$ cat config.mk
export PLATFORM = sky130hd
export DESIGN_NAME = ofdm_cp_strip
export DESIGN_NICKNAME = d
export VERILOG_FILES = /design/src/rtl/ofdm_cp_strip_pkg.sv /design/src/rtl/ofdm_cp_strip_setting_reg.sv /design/src/rtl/ofdm_cp_strip.sv
export SDC_FILE = /design/constraint.sdc
export NUM_CORES = 1
export LEC_CHECK = 0
export ABC_AREA = 1
export BUFFER_PORTS_ARGS = -buffer_cell sky130_fd_sc_hd__buf_2
export CORE_MARGIN = 1.5
export CORE_UTILIZATION = 50
export CTS_BUF_LIST = sky130_fd_sc_hd__clkbuf_8
export DETAILED_ROUTE_END_ITERATION = 10
export HOLD_SLACK_MARGIN = 0.15
export PLACE_DENSITY = 0.71
export SLEW_MARGIN = 25
export SYNTH_ARGS = -nofsm -noshare
export SYNTH_HDL_FRONTEND = slang
export SYNTH_HIERARCHICAL = 1
export SYNTH_SLANG_ARGS = --single-unit
$ cat constraint.sdc
create_clock -name clk -period 2.3 [get_ports clk]
set_input_delay 0.23 -clock clk [delete_from_list [all_inputs] [get_ports clk]]
set_output_delay 0.23 -clock clk [all_outputs]
set_load 0.05 [all_outputs]
$ cat src/rtl/ofdm_cp_strip_pkg.sv
// Shared types and constants for the OFDM cyclic-prefix stripper.
package ofdm_cp_strip_pkg;

  typedef enum logic [2:0] {
    IDLE,
    SKIP,
    PASS,
    PAD,
    DRAIN
  } state_e;

  localparam int REG_FFT_LEN  = 0;
  localparam int REG_CP_LEN   = 1;
  localparam int REG_NUM_SYMS = 2;

  localparam int FFT_LEN_RST  = 64;
  localparam int CP_LEN_RST   = 16;
  localparam int NUM_SYMS_RST = 0;
  localparam int MIN_FFT_LEN  = 8;

endpackage

$ cat src/rtl/ofdm_cp_strip_setting_reg.sv
// Single settings-bus register; survives soft clear, only aresetn restores it.
module setting_reg #(
  parameter int              MY_ADDR   = 0,
  parameter int              AWIDTH    = 8,
  parameter int              WIDTH     = 16,
  parameter logic [WIDTH-1:0] RESET_VAL = '0
) (
  input  logic              clk,
  input  logic              rst_n,
  input  logic              set_stb,
  input  logic [AWIDTH-1:0] set_addr,
  input  logic [WIDTH-1:0]  set_data,
  output logic [WIDTH-1:0]  out_o
);

  logic [WIDTH-1:0] val_q;

  always_ff @(posedge clk) begin
    if (!rst_n)
      val_q <= RESET_VAL;
    else if (set_stb && (set_addr == AWIDTH'(MY_ADDR)))
      val_q <= set_data;
  end

  assign out_o = val_q;

endmodule

$ cat src/rtl/ofdm_cp_strip.sv
// Drops each OFDM symbol's cyclic prefix and zero-pads truncated frames to a whole symbol.
// Define OFDM_CP_STRIP_STATS_EN to add frame/padded counters on rb_data.
module ofdm_cp_strip
  import ofdm_cp_strip_pkg::*;
#(
  parameter int BASE         = 0,
  parameter int WIDTH        = 32,
  parameter int MAX_LEN_LOG2 = 10
) (
  input  logic             clk,
  input  logic             aresetn,
  input  logic             clear,
  input  logic             set_stb,
  input  logic [7:0]       set_addr,
  input  logic [31:0]      set_data,
  input  logic [WIDTH-1:0] i_tdata,
  input  logic             i_tlast,
  input  logic             i_tvalid,
  output logic             i_tready,
  output logic [WIDTH-1:0] o_tdata,
  output logic             o_tlast,
  output logic             o_tvalid,
  input  logic             o_tready,
  output logic             eob
`ifdef OFDM_CP_STRIP_STATS_EN
  ,
  output logic [63:0]      rb_data
`endif
);

  localparam int LW = MAX_LEN_LOG2;

  logic [LW-1:0] fft_reg, cp_reg;
  logic [15:0]   nsym_reg;
  logic          unused_set;
  assign unused_set = ^set_data[31:16];

  setting_reg #(.MY_ADDR(BASE + REG_FFT_LEN), .WIDTH(LW), .RESET_VAL(LW'(FFT_LEN_RST))) u_fft (
    .clk(clk), .rst_n(aresetn), .set_stb(set_stb), .set_addr(set_addr),
    .set_data(set_data[LW-1:0]), .out_o(fft_reg));
  setting_reg #(.MY_ADDR(BASE + REG_CP_LEN), .WIDTH(LW), .RESET_VAL(LW'(CP_LEN_RST))) u_cp (
    .clk(clk), .rst_n(aresetn), .set_stb(set_stb), .set_addr(set_addr),
    .set_data(set_data[LW-1:0]), .out_o(cp_reg));
  setting_reg #(.MY_ADDR(BASE + REG_NUM_SYMS), .WIDTH(16), .RESET_VAL(16'(NUM_SYMS_RST))) u_nsym (
    .clk(clk), .rst_n(aresetn), .set_stb(set_stb), .set_addr(set_addr),
    .set_data(set_data[15:0]), .out_o(nsym_reg));

  state_e        state_q, state_d;
  logic [LW-1:0] fft_q, fft_d, cp_q, cp_d;
  logic [15:0]   nsym_q, nsym_d;
  logic [LW-1:0] cp_cnt_q, cp_cnt_d, samp_cnt_q, samp_cnt_d;
  logic [15:0]   sym_cnt_q, sym_cnt_d;
  logic [WIDTH-1:0] odata_q, odata_d;
  logic          olast_q, olast_d, oeob_q, oeob_d, ovld_q, ovld_d;
  logic          run, slot, in_rdy, load, sym_end, sym_done;

  assign run      = aresetn & ~clear;
  assign slot     = ~ovld_q | o_tready;
  assign sym_end  = (samp_cnt_q == fft_q - LW'(1));
  assign sym_done = (nsym_q != 16'd0) && (sym_cnt_q + 16'd1 == nsym_q);

  always_comb begin
    state_d    = state_q;
    fft_d      = fft_q;
    cp_d       = cp_q;
    nsym_d     = nsym_q;
    cp_cnt_d   = cp_cnt_q;
    samp_cnt_d = samp_cnt_q;
    sym_cnt_d  = sym_cnt_q;
    odata_d    = odata_q;
    olast_d    = olast_q;
    oeob_d     = oeob_q;
    in_rdy     = 1'b0;
    load       = 1'b0;
    unique case (state_q)
      IDLE: if (i_tvalid) begin
        fft_d      = (fft_reg < LW'(MIN_FFT_LEN)) ? LW'(MIN_FFT_LEN) : fft_reg;
        cp_d       = cp_reg;
        nsym_d     = nsym_reg;
        cp_cnt_d   = '0;
        samp_cnt_d = '0;
        sym_cnt_d  = '0;
        state_d    = (cp_reg != '0) ? SKIP : PASS;
      end
      SKIP: begin
        in_rdy = 1'b1;
        if (i_tvalid) begin
          if (i_tlast) begin
            cp_cnt_d = '0;
            state_d  = IDLE;
          end else if (cp_cnt_q == cp_q - LW'(1)) begin
            cp_cnt_d = '0;
            state_d  = PASS;
          end else begin
            cp_cnt_d = cp_cnt_q + LW'(1);
          end
        end
      end
      PASS: begin
        in_rdy = slot;
        if (i_tvalid && slot) begin
          load    = 1'b1;
          odata_d = i_tdata;
          olast_d = sym_end;
          oeob_d  = 1'b0;
          if (sym_end) begin
            samp_cnt_d = '0;
            sym_cnt_d  = sym_cnt_q + 16'd1;
            oeob_d     = sym_done | i_tlast;
            if (sym_done)     state_d = i_tlast ? IDLE : DRAIN;
            else if (i_tlast) state_d = IDLE;
            else              state_d = (cp_q != '0) ? SKIP : PASS;
          end else begin
            samp_cnt_d = samp_cnt_q + LW'(1);
            if (i_tlast) state_d = PAD;
          end
        end
      end
      PAD: if (slot) begin
        // Input is held off; the zero that completes the symbol also closes the frame.
        load       = 1'b1;
        odata_d    = '0;
        olast_d    = sym_end;
        oeob_d     = sym_end;
        samp_cnt_d = sym_end ? '0 : samp_cnt_q + LW'(1);
        if (sym_end) state_d = IDLE;
      end
      DRAIN: begin
        in_rdy = 1'b1;
        if (i_tvalid && i_tlast) state_d = IDLE;
      end
      default: state_d = IDLE;
    endcase
    ovld_d = load | (ovld_q & ~o_tready);
  end

  always_ff @(posedge clk) begin
    if (!run) begin
      state_q    <= IDLE;
      fft_q      <= '0;
      cp_q       <= '0;
      nsym_q     <= '0;
      cp_cnt_q   <= '0;
      samp_cnt_q <= '0;
      sym_cnt_q  <= '0;
      odata_q    <= '0;
      olast_q    <= 1'b0;
      oeob_q     <= 1'b0;
      ovld_q     <= 1'b0;
    end else begin
      state_q    <= state_d;
      fft_q      <= fft_d;
      cp_q       <= cp_d;
      nsym_q     <= nsym_d;
      cp_cnt_q   <= cp_cnt_d;
      samp_cnt_q <= samp_cnt_d;
      sym_cnt_q  <= sym_cnt_d;
      odata_q    <= odata_d;
      olast_q    <= olast_d;
      oeob_q     <= oeob_d;
      ovld_q     <= ovld_d;
    end
  end

  assign i_tready = in_rdy & run;
  assign o_tdata  = odata_q;
  assign o_tlast  = olast_q;
  assign o_tvalid = ovld_q;
  assign eob      = oeob_q;

`ifdef OFDM_CP_STRIP_STATS_EN
  logic [31:0] frames_q, padded_q;

  always_ff @(posedge clk) begin
    if (!run) begin
      frames_q <= '0;
      padded_q <= '0;
    end else if (load && oeob_d) begin
      if (frames_q != '1) frames_q <= frames_q + 32'd1;
      if (state_q == PAD && padded_q != '1) padded_q <= padded_q + 32'd1;
    end
  end

  assign rb_data = {padded_q, frames_q};
`endif

endmodule

==> results of run 1 <==
[synthesized netlist by cell type (14+ instances only)]
| library cell | number |
|---|---|
| clkbuf_1 | 18 |
| dfxtp_1 | 146 |
| o21ai_0 | 44 |
| nand2_1 | 264 |
| nor2_1 | 176 |
| nand3_1 | 75 |
| nor2_2 | 14 |
| nand4_1 | 47 |
| inv_2 | 14 |
| xor2_1 | 24 |
| inv_1 | 117 |
| a21oi_1 | 98 |
[repair_timing]
| action | 4_1_cts | 5_1_grt |
|---|---|---|
| endpoints found under the setup margin | 0 | 52 |
| gates resized for setup | 0 | 35 |
| endpoints found under the hold margin | 53 | 0 |
| hold buffers | 51 | 0 |
| buffers inserted | 0 | 2 |
[worst max-delay path by stage]
stage | startpoint | endpoint | slack [ns]
3_3_place_gp | sym_cnt_q[0]$_SDFFE_PN0P_ | state_q[1]$_SDFFE_PN0P_ | 0.05
6_report | sym_cnt_q[0]$_SDFFE_PN0P_ | state_q[1]$_SDFFE_PN0P_ | 0.12
3_5_place_dp | sym_cnt_q[0]$_SDFFE_PN0P_ | state_q[1]$_SDFFE_PN0P_ | 0.02
4_1_cts | sym_cnt_q[0]$_SDFFE_PN0P_ | state_q[0]$_SDFFE_PN0P_ | 0.007
2_1_floorplan | fft_q[0]$_SDFFE_PN0P_ | sym_cnt_q[9]$_SDFFE_PN0P_ | 0.25
5_1_grt | fft_q[1]$_SDFFE_PN0P_ | state_q[0]$_SDFFE_PN0P_ | -0.04
[per-stage QoR]
step | power (W) | hold WS (ns) | cell area [sq um] | setup TNS [ns] | util, %
CTS | 0.00557 | 0.181 | 9400 | 0 | 61.9
global placement | 0.00335 | 0.445 | 8470 | 0 | 55.7
floorplan | 0.00315 | 0.343 | 7760 | 0 | -
global route | 0.00585 | 0.248 | 9580 | -0.326 | 63.0
detailed placement | 0.00336 | 0.451 | 8470 | 0 | 55.7
finish | 0.00561 | 0.203 | 9580 | 0 | 63.0
[power breakdown]
group	internal [W]	total, W	switching [W]
logic	0.000336	0.000837	0.000501
registers	0.00256	0.00260	0.0000379
clock network	0.00112	0.00218	0.00106
total	0.00401	0.00561	0.00160
[area by class of cell]
class / count / area share [%]
flip-flops and latches: 146 / 30.6
well taps: 188 / 2.45
clock buffers: 18 / 2.59
inverters: 134 / 5.30
clock inverters: 13 / 1.79
repair buffers: 170 / 12.6
multi-input cells: 826 / 44.6
[kinds of logic (layout without fill, tap and decap cells)]
| group | after synthesis | count (layout) | synth area share, % |
|---|---|---|---|
| compound gates | 157 | 157 | 10.9 |
| flops | 146 | 146 | 37.6 |
| simple gates | 626 | 626 | 37.5 |
| fa+ha+maj | 6 | 6 | 0.967 |
| xor+xnor | 37 | 37 | 4.35 |
| buf+inv | 169 | 335 | 8.70 |
[critical path, stage by stage (launching register included)]
cell,delay (ns)
dfxtp_4,0.38
ha_2,0.21
nand2_1,0.13
nor2_4,0.24
nand3_1,0.11
nand3_1,0.12
nand2_1,0.06
nor2_1,0.09
nand2_1,0.06
nor2_1,0.14
nand3_2,0.15
nand3_1,0.12
nand2_1,0.05
nand2_1,0.05
nand2_1,0.05
nand2_1,0.05
a21oi_1,0.06
[per-layer routing]
| metal | vias up | wire, microns | part of all wire (%) | global-route usage [%] |
|---|---|---|---|---|
| met5 | - | 0 | 0 | 0 |
| met4 | 0 | 438 | 2.1 | 9.12 |
| met3 | 39 | 918 | 4.5 | 4.23 |
| met2 | 218 | 9530 | 47 | 40.7 |
| met1 | 3522 | 9570 | 47 | 34.0 |
| li1 | 3993 | - | - | - |
[sequential cells by signal (all words and copies together) (netlist names), 16 cells and up]
name	flops
nsym_q	16
u_nsym/out_o	16
sym_cnt_q	16
o_tdata	32
[cells in the final DEF, fill, tap and decap left out, types with 2 or more instances in the layout]
cell           instances
buf_2                 97
clkinvlp_4             2
nor2_1               169
buf_12                 2
nand3_1               72
o21ai_0               43
nand2_4                2
xor2_1                23
a21oi_1               95
a31oi_1                2
buf_4                 17
nand2_2                6
inv_4                  2
inv_1                117
or2_2                  2
ha_1                   4
bufinv_16              3
a21oi_2                4
dfxtp_1              140
xnor2_1               12
nand3_4                3
nor3_2                 2
dlygate4sd3_1         51
nor4_1                 5
nand4_1               47
nand2_1              262
nor2_8                 5
inv_6                  6
nand3_2                6
a211oi_1               3
clkbuf_8              18
nor2_2                19
nor3_1                 6
o21bai_1               2
dfxtp_2                5
inv_2                 14
o22ai_1                2
nor3b_1                2
nor2_4                10
nand3b_1               2
==> flow_summary_export.csv, run 1 <==
group,metric,value,unit
outcome,status,"finished, final reports clean",
global_route,grt_pass1_vias,7085,
drt,drc,0,
yosys,syn-num-nets,1226,
yosys,yosysSeqAreaShare,37.6,%
clock_tree,cts_tree,"done",
hold_path,hp-class,"in -> reg",
hold_path,worstHoldEndpoint,"fft_q[9]$_SDFFE_PN0P_",
floorplan,rows,45,
sta,rsz0062_at_grt,"yes",
worst_setup_path,startpoint_type,"flip-flop",
drt,final_antenna_net_count,0,
global_route,antenna_found_initial,0,
yosys,yosys_warnings,6,
worst_setup_path,cp.arrival,2.51,ns
floorplan,start_util,51.1,%
drt,wl,20500,microns
placed_design,port_buffers,98,
global_route,grt_pass1_wl,33300,microns
placed_design,dp_hpwl,13700,microns
clock_tree,clock_path_buffers,2,
hold_path,hold_path_depth,5,
sta,layout_min_cycle_time,2.18,ns
drt,routedWlPerCell,13.7,microns
worst_setup_path,path_max_fanout,8,
floorplan,die_h,128,microns
sta,slew_headroom,55.1,%
worst_setup_path,r2r_start,"sym_cnt_q[0]$_SDFFE_PN0P_",
yosys,synthTopCellsByArea,"dfxtp_1 (38%), nand2_1 (13%), nor2_1 (8.5%)",
cells_and_area,multi_input_area,0.00428,sq mm
sta,fin_skew,0.0134,ns
placed_design,gp_congestion,0.901,
cells_and_area,layout-drive-gt1-share,18.5,%
drt,first_iter_violations,592,
floorplan,die_width,128,microns
floorplan,coreArea,0.0152,sq mm
clock_tree,clkSlewWorstSetupHoldPaths,0.09,ns
worst_setup_path,end_kind,"flip-flop",
cells_and_area,antennaDiodeCount,0,
clock_tree,cts_htree_levels,4,
sta,setup_ws,0.119,ns
power,power_leakage,4.07,nW
sta,fmax,458,MHz
global_route,grt.total_usage,25.2,%
sta,tightest_slew,0.674,ns
yosys,synthArstFlopShare,0,%
global_route,grt_start_max_net_pins,63,
cells_and_area,area_growth,23.4,%
yosys,ys.flop_type,"dfxtp_1",
yosys,yosysUniqueCellTypes,47,
drt,avgViaCountPerCell,5.20,
yosys,synth_seq_cells,146,
power,powerDensity,586,mW/mm^2
cells_and_area,nets,1380,
placed_design,place_inst,1410,
worst_setup_path,cp_data_required_time,2.63,ns
hold_path,hold_start,"aresetn",
clock_tree,cts_sinks,146,
worst_setup_path,r2r-end,"state_q[1]$_SDFFE_PN0P_",
yosys,yosysTopAreaCell,"dfxtp_1",
worst_setup_path,worst-setup-path-type,"reg -> reg",
yosys,yosysTopAreaCellShare,37.6,%
drt,drtPass1Iterations,5,
job,drv_cap,0,
yosys,synth-edff-count,0,
sta,slew_violations,0,
clock_tree,clkLatencyLatePin,0.46,ns
floorplan,dieArea,0.0163,sq mm
sta,hold_violations,0,
clock_tree,cts-root-buf,"clkbuf_8",
yosys,netlist_instances,1141,
placed_design,post-place-ws,0.0227,ns
yosys,mappedNetlistArea,0.00776,sq mm
yosys,postSynthAreaPerCell,6.81,sq um
sta,setup_viol,0,
global_route,grt_overflow,0,
floorplan,ios,115,
cells_and_area,nFillCells,1339,
power,ir_worst_vdd,0.341,mV
drt,vias,7772,
sta,fin_crit_sh,94.8,%
clock_tree,cts_buffers,17,
worst_setup_path,worst-r2r-setup-slack,0.12,ns
cells_and_area,finalNonFillerCells,1495,
cells_and_area,seq_area,0.00293,sq mm
worst_setup_path,ff2ff_path_depth,16,
Power figures use the tool's default switching activity.
==> run 2, diff against run 1 <==
- CTS_BUF_LIST: sky130_fd_sc_hd__clkbuf_8 -> unset
==> run 2 against run 1 <==
  * Global-route usage decreased by 0.21 points
  * Power increased by 13%
  * Sequential cell count unchanged
  * Clock skew decreased by 0.0077 ns
  * Largest power group is now clock
==> flow_summary_export.csv, run 2 (synthesized netlist as in run 1, its figures left out) <==
group,metric,value,unit
worst_setup_path,r2r_start,"fft_q[0]$_SDFFE_PN0P_",
drt,wl,20300,microns
floorplan,start_util,51.1,%
worst_setup_path,crit_family,"compound AO/OA/AOI/OAI gates",
clock_tree,cts-root-buf,"clkbuf_16",
drt,avgViaCountPerCell,5.22,
cells_and_area,seq_area,0.00293,sq mm
clock_tree,clock_path_buffers,2,
placed_design,place_inst,1410,
worst_setup_path,cp.arrival,2.58,ns
cells_and_area,final_common_cell,"nand2_1",
power,total_power,0.00633,W
worst_setup_path,crit_path_max_incr_delay,0.35,ns
placed_design,port_buffers,98,
cells_and_area,final_cell_mix,"nand2_1 (260), nor2_1 (169), dfxtp_1 (140)",
placed_design,dp_hpwl,13700,microns
hold_path,hp-class,"in -> reg",
cells_and_area,antennaDiodeCount,0,
drt,drtPass1Iterations,5,
worst_setup_path,end_kind,"flip-flop",
clock_tree,cts_htree_levels,4,
cells_and_area,nFillCells,1331,
sta,rsz0062_at_grt,"yes",
outcome,status,"finished, final reports clean",
cells_and_area,finalNonFillerCells,1486,
placed_design,gp_congestion,0.901,
drt,vias,7758,
floorplan,die_width,128,microns
job,drv_cap,0,
sta,fin_hold_ws,0.177,ns
global_route,grt_pass1_wl,32900,microns
worst_setup_path,cp_num_buf_inv,2,
hold_path,hold_start,"set_data[10]",
cells_and_area,final_util,63.7,%
clock_tree,cts_buffers,17,
cells_and_area,area_growth,24.8,%
power,ir_worst_vdd,0.533,mV
global_route,grt_overflow,0,
global_route,grt_pass1_vias,6983,
power,powerDensity,653,mW/mm^2
drt,drc,0,
clock_tree,clkSlewWorstSetupHoldPaths,0.06,ns
worst_setup_path,path_max_fanout,8,
cells_and_area,nets,1371,
sta,slew_violations,0,
clock_tree,clkLatencyLatePin,0.43,ns
sta,fmax,451,MHz
global_route,antenna_found_initial,0,
hold_path,worstHoldEndpoint,"u_nsym/out_o[10]$_SDFFE_PN0P_",
sta,fin_crit_sh,96.4,%
clock_tree,cts_sinks,146,
sta,setup_viol,0,
drt,final_antenna_net_count,0,
cells_and_area,layout-drive-gt1-share,19.0,%
sta,slew_headroom,56.3,%
floorplan,coreArea,0.0152,sq mm
clock_tree,cts_tree,"done",
global_route,grt_start_max_net_pins,63,
worst_setup_path,worst-r2r-setup-slack,0.08,ns
cells_and_area,multi_input_area,0.00430,sq mm
drt,routedWlPerCell,13.7,microns
drt,first_iter_violations,529,
sta,tightest_slew,0.655,ns
global_route,grt.total_usage,25.0,%
hold_path,hold_path_depth,5,
worst_setup_path,r2r-end,"sym_cnt_q[10]$_SDFFE_PN0P_",
sta,hold_violations,0,
floorplan,die_h,128,microns
worst_setup_path,crit_chain,"inv_4 -> ha_4 -> or2_2 -> nand4_1 -> a211oi_2 -> nand3_1 -> nor2_1 -> nand3_2 -> o21ai_4 -> clkbuf_16 -> nand4_1 -> a21oi_1",
floorplan,rows,45,
worst_setup_path,cp_slowest_cell,"dfxtp_2",
sta,layout_min_cycle_time,2.22,ns
power,power_leakage,4.12,nW
worst_setup_path,startpoint_type,"flip-flop",
sta,fin_skew,0.00566,ns
floorplan,ios,115,
worst_setup_path,cp_data_required_time,2.66,ns
worst_setup_path,cpMostUsedCell,"nand4_1",
floorplan,dieArea,0.0163,sq mm
cells_and_area,largest_reg_flops,32,
worst_setup_path,ff2ff_path_depth,12,
worst_setup_path,worst-setup-path-type,"reg -> reg",
worst_setup_path,crit_start,"fft_q[0]$_SDFFE_PN0P_",
-- run 2: cell count changes in the layout (fill, tap and decap cells not counted), moves of 2 or more --
cell,before,now
clkbuf_16,1,18
nand2_1,262,260
dlygate4sd3_1,51,39
nor2_4,10,13
buf_4,17,21
nor2_2,19,16
clkbuf_8,18,1
-- run 2: final cells by class --
cell class	count	share of cell area (%)
multi-input cells	826	44.4
inverters	134	5.27
clock buffers	18	4.53
flip-flops and latches	146	30.3
clock inverters	13	1.77
repair buffers	161	11.3
well taps	188	2.43
-- run 2: metal layers --
| layer | global-route usage (%) | part of all wire, % | vias to the layer above | wire length (microns) |
|---|---|---|---|---|
| met5 | 0 | 0 | - | 0 |
| met4 | 9.32 | 2.3 | 0 | 467 |
| met3 | 4.06 | 4.4 | 47 | 893 |
| met2 | 40.7 | 47 | 225 | 9540 |
| met1 | 33.5 | 46 | 3511 | 9390 |
| li1 | - | - | 3975 | - |
-- run 2: repair_timing --
action,in CTS,in global routing
gates resized for setup,0,42
hold buffers,39,0
setup buffers,0,5
endpoints found under the setup margin,0,46
hold endpoints to repair,39,0
-- run 2: worst max-delay path by stage --
stage / cells after the start / slack [ns] / to
2_1_floorplan: 13 / 0.25 / sym_cnt_q[9]$_SDFFE_PN0P_
3_3_place_gp: 16 / 0.05 / state_q[1]$_SDFFE_PN0P_
3_5_place_dp: 16 / 0.02 / state_q[1]$_SDFFE_PN0P_
4_1_cts: 16 / 0.008 / state_q[1]$_SDFFE_PN0P_
5_1_grt: 14 / -0.05 / sym_cnt_q[10]$_SDFFE_PN0P_
6_report: 12 / 0.08 / sym_cnt_q[10]$_SDFFE_PN0P_
-- run 2: where the power goes --
part	internal, W	switching [W]	total (W)
registers	0.00257	0.0000395	0.00260
clock network	0.00175	0.00115	0.00290
logic	0.000324	0.000502	0.000825
-- run 2: worst register-to-register path, delay by kind of cell (launching register included) --
kind	cells	cell delay (ns)
AOI/OAI and AO/OA	3	0.64
and+or+nand+nor	6	0.63
DFF	1	0.35
buffers and inverters	2	0.28
adders and majority gates	1	0.26
-- run 2: stage by stage --
| step | setup TNS [ns] | setup slack, ns | cell area, sq um |
|---|---|---|---|
| 2_1_floorplan | 0 | 0.248 | 7760 |
| 3_3_place_gp | 0 | 0.0549 | 8470 |
| 3_5_place_dp | 0 | 0.0227 | 8470 |
| 4_1_cts | 0 | 0.00778 | 9470 |
| 5_1_grt | -0.417 | -0.0468 | 9690 |
| 6_report | 0 | 0.0831 | 9690 |
